## src/rtl/vram_plane_arbiter.sv

```systemverilog
// Banked N-plane VRAM arbiter: one CPU port and one video fetch port share single-ported plane RAMs.
// Define VRAM_PRIO_READ_EN for priority (lowest selected plane) CPU reads instead of OR-combined reads.
module vram_plane_arbiter #(
  parameter int          NPLANES = 6,
  parameter int          ADDR_W  = 13,
  parameter int          DATA_W  = 8,
  parameter logic [7:0]  RD_PORT = 8'hF1,
  parameter logic [7:0]  WR_PORT = 8'hF2
) (
  input  logic                        clk,
  input  logic                        reset,
  input  logic                        io_wr,
  input  logic [7:0]                  io_port,
  input  logic [7:0]                  io_din,
  input  logic                        cpu_req,
  input  logic                        cpu_we,
  input  logic [ADDR_W-1:0]           cpu_addr,
  input  logic [DATA_W-1:0]           cpu_din,
  output logic [DATA_W-1:0]           cpu_dout,
  output logic                        cpu_ack,
  input  logic                        vid_req,
  input  logic [ADDR_W-1:0]           vid_addr,
  output logic [NPLANES*DATA_W-1:0]   vid_data,
  output logic                        vid_valid,
  output logic [ADDR_W-1:0]           ram_addr,
  output logic [DATA_W-1:0]           ram_din,
  output logic [NPLANES-1:0]          ram_we,
  input  logic [NPLANES*DATA_W-1:0]   ram_q
);

  typedef enum logic [1:0] {IDLE, VID, CPU_RD, CPU_WR} state_t;

  state_t               state;
  logic [NPLANES-1:0]   rd_bank;
  logic [NPLANES-1:0]   wr_bank;
  logic [NPLANES-1:0]   rd_bank_lat;
  logic                 last_vid;

  // Fold the selected plane read data down to one CPU byte.
  function automatic logic [DATA_W-1:0] read_combine(
    input logic [NPLANES-1:0]        sel,
    input logic [NPLANES*DATA_W-1:0] q
  );
    logic [DATA_W-1:0] acc;
    acc = '0;
`ifdef VRAM_PRIO_READ_EN
    for (int i = NPLANES - 1; i >= 0; i--) begin
      if (sel[i]) acc = q[i*DATA_W +: DATA_W];
    end
`else
    for (int i = 0; i < NPLANES; i++) begin
      if (sel[i]) acc = acc | q[i*DATA_W +: DATA_W];
    end
`endif
    return acc;
  endfunction

  always_ff @(posedge clk) begin
    if (reset) begin
      rd_bank <= '0;
      wr_bank <= '0;
    end else if (io_wr) begin
      if (io_port == RD_PORT) rd_bank <= io_din[NPLANES-1:0];
      if (io_port == WR_PORT) wr_bank <= io_din[NPLANES-1:0];
    end
  end

  // ram_addr is the plane RAMs' address register: ram_q reflects it one cycle after the grant.
  always_ff @(posedge clk) begin
    if (reset) begin
      state       <= IDLE;
      last_vid    <= 1'b0;
      rd_bank_lat <= '0;
      cpu_dout    <= '0;
      cpu_ack     <= 1'b0;
      vid_data    <= '0;
      vid_valid   <= 1'b0;
      ram_addr    <= '0;
      ram_din     <= '0;
      ram_we      <= '0;
    end else begin
      cpu_ack   <= 1'b0;
      vid_valid <= 1'b0;
      ram_we    <= '0;
      case (state)
        IDLE: begin
          // Video wins unless it took the previous slot and the CPU is waiting.
          if (vid_req && !(last_vid && cpu_req)) begin
            ram_addr <= vid_addr;
            last_vid <= 1'b1;
            state    <= VID;
          end else if (cpu_req) begin
            ram_addr <= cpu_addr;
            last_vid <= 1'b0;
            if (cpu_we) begin
              ram_din <= cpu_din;
              ram_we  <= wr_bank;
              state   <= CPU_WR;
            end else begin
              rd_bank_lat <= rd_bank;
              state       <= CPU_RD;
            end
          end
        end
        VID: begin
          vid_data  <= ram_q;
          vid_valid <= 1'b1;
          state     <= IDLE;
        end
        CPU_RD: begin
          cpu_dout <= read_combine(rd_bank_lat, ram_q);
          cpu_ack  <= 1'b1;
          state    <= IDLE;
        end
        CPU_WR: begin
          cpu_ack <= 1'b1;
          state   <= IDLE;
        end
        default: state <= IDLE;
      endcase
    end
  end

endmodule

```

## config.mk

```make
export PLATFORM = sky130hd
export DESIGN_NAME = vram_plane_arbiter
export DESIGN_NICKNAME = d
export VERILOG_FILES = /design/src/rtl/vram_plane_arbiter.sv
export SDC_FILE = /design/constraint.sdc
export NUM_CORES = 1
export LEC_CHECK = 0
export ABC_AREA = 1
export BUFFER_PORTS_ARGS = -buffer_cell sky130_fd_sc_hd__buf_4
export CORE_MARGIN = 3
export CORE_UTILIZATION = 30
export DETAILED_ROUTE_END_ITERATION = 16
export PLACE_DENSITY = 0.66
export SLEW_MARGIN = 10
export SYNTH_ARGS = -nofsm -noshare
export SYNTH_HDL_FRONTEND = slang
export SYNTH_SLANG_ARGS = --single-unit
```

## constraint.sdc

```tcl
create_clock -name clk -period 1.4 [get_ports clk]
set_input_delay 0.07 -clock clk [delete_from_list [all_inputs] [get_ports clk]]
set_output_delay 0.07 -clock clk [all_outputs]
set_load 0.02 [all_outputs]
```

* After elaboration in Yosys (flattened, before gate mapping)
Cells that the tools add are included.
W data, S select, Z words.
** Storage, ports and cells
- Bits in registers :: 106
- Logic and storage cells :: 66
** Cells by class
- Mux-type cells :: 26
- Bitwise gates (word level) :: 9
- Eq/ne operators :: 6
- Reduce and logical (&&, ||, !) cells :: 13
** Operator list (number)
- $mux W8 :: 16
- $or A8 B8 Y8 :: 5
- $mux W13 :: 2
- $eq A8 B8 Y1 const B :: 2
- $reduce_and A4 Y1 :: 2
- $reduce_and A2 Y1 :: 3
- $mux W1 :: 5
- $reduce_or A5 Y1 :: 1
- $eq A2 B2 Y1 const B :: 2
- $mux W2 :: 2
- $not A1 Y1 :: 4
- $pmux W2 S2 :: 1
- $ne A3 B3 Y1 const B :: 1
- $reduce_or A3 Y1 :: 1
- $eq A2 B1 Y1 const B :: 1
- $logic_and A1 B1 Y1 :: 2
- $logic_not A2 Y1 :: 1
- $reduce_bool A2 Y1 :: 1
- $reduce_or A2 Y1 :: 1
- $logic_not A1 Y1 :: 1

* Depth between registers and ports, before layout
- Word-level depth :: 21
- Depth in mapped cells :: 8
- Mapped depth without buffers :: 7

* Least setup slack after synthesis
No wires, ideal clock.
- Path type :: reg2reg
- From :: reg state[1]
- To :: reg ram_addr[10]
- Data arrival time :: 0.993 ns
- Setup slack :: 0.291 ns
- Stages on the path, launching flop included :: 8
- Cell sequence :: dfxtp_1 -> nor2_2 -> o21ai_2 -> inv_2 -> buf_2 -> nand2_1 -> nor2_1 -> nor2_1
** Between the ends
- Longest elaborated chain between the ends :: 2
** Ends and longest elaborated chain
- start: declaration :: RTL line 33 : state_t state;
- start signal: assignment :: RTL line 71 : state <= IDLE;
- start signal: assignment :: RTL line 91 : state <= VID;
- start signal: assignment :: RTL line 98 : state <= CPU_WR;
- $logic_not A2 Y1 :: RTL line 85 : case (state)
- $reduce_and A2 Y1 (no source line)
- end signal: assignment :: RTL line 89 : ram_addr <= vid_addr;
- end signal: assignment :: RTL line 93 : ram_addr <= cpu_addr;
- end: declaration :: RTL line 25 : output logic [ADDR_W-1:0] ram_addr,
Every way passes these cells.
A chain may end at the register's enable or synchronous reset.

* Final worst setup path
- From :: reg state[1]
- To :: reg ram_we[0]
** Between the ends
- Longest elaborated chain between the ends :: 3
** Ends and longest elaborated chain
- $logic_not A2 Y1 :: RTL line 85
- $not A1 Y1 (no source line)
- $reduce_or A5 Y1 (no source line)
- end signal: assignment :: RTL line 97 : ram_we <= wr_bank;
- end: declaration :: RTL line 27 : output logic [NPLANES-1:0] ram_we,
Every way passes these cells.

==> metrics.cfg <==
[setup_path]
startpoint=state[1]
r2r-start=state[1]
cp.arrival_ps=1540
startpoint_type=flop
crit_path_cell_trace=nor2_2 -> nand2_2 -> nor2_8 -> nand2_1 -> nor2_1
endpoint_kind=flop
crit_required_ps=1680
slowest_delay_ps=350
worstRegToRegCells=5
crit_buf_inv=0
worstReg2RegEnd=ram_we[0]
r2r_setup_slack_ps=140
cp_max_fo=17
critPathSlowestCell=dfxtp_1
crit_family=simple AND/OR/NAND/NOR gates
cp_num_cells=5
path_class=reg2reg

[clock_network]
cts_resized=0
cts_made_buffers=9
clock_sinks=106
cts_setup_buffers=0
htree_levels=3
clkTransAtPathRegs_ps=70
clock_tree.root_cell=clkbuf_16
cts_tree=yes
insertion_delay_ps=350
clk_path_buf_depth=2

[power_and_ir_drop]
ir_drop_v=0.000537
leakage_nw=3.42
cellPowerDensity_nw_per_um2=1130

[die]
ioPinCount=189
core_um2=14200
rows=43
die_h_um=128
dieArea_um2=16400
dieWidth_um=128
start_util=0.314

[layout]
syn_to_final_growth_pct=54.9
final_util=0.486
post-route-cell-area_um2=6900
nets=985
diodes=0
drive_gt1_frac=0.254

[place]
port_buffers=186
gp_congestion=0.846
place_area_um2=6020
place_hpwl_um=9830

[timing]
slew_headroom=0.739
hold_viol=0
rsz0062_at_grt=false
fmax_ghz=0.795
fin_crit_ps=1260
setup_tns_ps=0
finalMaxSlewViolations=0
fin_crit_sh=0.898
worst_slew_pin_slew_ps=390
skew_ps=6.68
setup_violations=0
whs_ps=14.0

[global_route]
overflow=0
antenna_found_initial=0
grt_max_degree=79
track_usage=0.168
first_global_vias=4412
grt_pass1_wl_um=22000

[synth]
synth_area_leaders=dfxtp_1 48%, nor2_1 16%, nand2_1 11%, inv_1 5.0%, o21ai_0 4.5%
synth_cell_type_count=20
synth_top_area_cell=dfxtp_1
synth.avg_cell_area_um2=6.85
syn_area_um2=4460
yosysSeqAreaShare=0.476
netlist_instances=651
synth_top_area_frac=0.476
synth_nets=755
synth_warnings=0
synth-seq-cells=106

[routing]
routedWlPerCell_um=13.2
ant_nets=0
vias=4709
drt_iter0_markers=252
first_pass_iters=4
routed_wl_um=14000
vias_per_cell=4.42
drc=0

[min_path]
hold_depth=5
hold_start=cpu_din[6]
min_to=ram_din[6]
hp-class=in2reg

[flow_run]
cap_viol_max_count=0

[status]
status=finished, final reports clean

## worst max-delay path by stage
stage | endpoint | slack [ps]
after floorplan | ram_addr[10] | 290
after global placement | ram_we[2] | 150
after detailed placement | ram_we[4] | 120
after CTS | ram_we[0] | 80
after global routing | ram_we[2] | 7
final | ram_we[0] | 140
## cells in the final DEF (no fill, tap or decap)
cell type      instances
o21ai_2                1
inv_2                  2
a21oi_1               30
buf_12                 4
clkinvlp_4             3
o21ai_1               38
nor3b_2                1
nor2_1               187
clkbuf_16              9
inv_8                  1
nor2_2                 3
nand3_1                3
nor2_8                 1
inv_1                 59
nand4_1               12
bufinv_16              2
o21ai_0               40
nand2_1              130
buf_4                193
nor2_4                 1
dfxtp_1              106
dlygate4sd3_1         56
clkinv_4               1
nand2_2                3
## through the flow
step	instances	total power, W	worst slack [ps]
floorplan	651	0.00424	291
global placement	994	0.00497	149
detailed placement	994	0.00498	119
CTS	1066	0.00791	80.9
global route	1066	0.00822	6.68
finish	1066	0.00782	142
## registers in the layout (all words and copies together) (netlist names)
signal       flops
last_vid         1
wr_bank          6
vid_data        48
rd_bank          6
cpu_dout         8
ram_we           6
ram_din          8
ram_addr        13
cpu_ack          1
state            2
vid_valid        1
rd_bank_lat      6
## cell families after synthesis
| group | count (synthesis) | synth area share |
|---|---|---|
| flops | 106 | 0.476 |
| compound gates | 109 | 0.123 |
| simple gates | 341 | 0.304 |
| buf+inv | 95 | 0.0969 |
## layout make-up
cell class / count / area [µm²]
clock inverters: 7 / 103
repair buffers: 253 / 2090
multi-input cells: 450 / 1910
flip-flops and latches: 106 / 2120
inverters: 61 / 229
clock buffers: 9 / 225
well taps: 180 / 225
fillers: 1437 / 7300
## synth_stat cells
library cell  count
nor3b_2           1
nor2_2            3
inv_1            59
inv_2             1
clkinv_1          1
buf_2             9
nand4_1          12
clkbuf_1         15
o21ai_0          40
nand3_1           3
nor2_1          188
buf_4             3
o21ai_1          38
nor2_8            1
buf_6             7
dfxtp_1         106
nand2_2           3
nand2_1         130
o21ai_2           1
a21oi_1          30
## timing repair
| item | in CTS | in global routing |
|---|---|---|
| hold endpoints to repair | 57 | 0 |
| setup endpoints to repair | 0 | 5 |
| hold buffers | 56 | 0 |
## per-layer routing
metal | up-vias | global-route usage | part of all wire
li1 | 2481 | - | -
met1 | 2074 | 0.204 | 0.43
met2 | 141 | 0.289 | 0.49
met3 | 13 | 0.0483 | 0.069
met4 | 0 | 0.0468 | 0.012
met5 | - | 0 | 0
## worst min-delay path: stages
cell	delay [ps]
buf_4	70
inv_1	30
nand2_1	50
nand2_1	40
nor2_1	70
## where the power goes
group | switching, W | total [W] | leakage [nW] | internal, W
combinational | 0.000891 | 0.00167 | 2.40 | 0.000775
sequential | 0.000134 | 0.00337 | 0.868 | 0.00324
clock | 0.00120 | 0.00278 | 0.150 | 0.00158
total | 0.00222 | 0.00782 | 3.42 | 0.00559
Note: power is estimated with default switching activity, not from simulation.
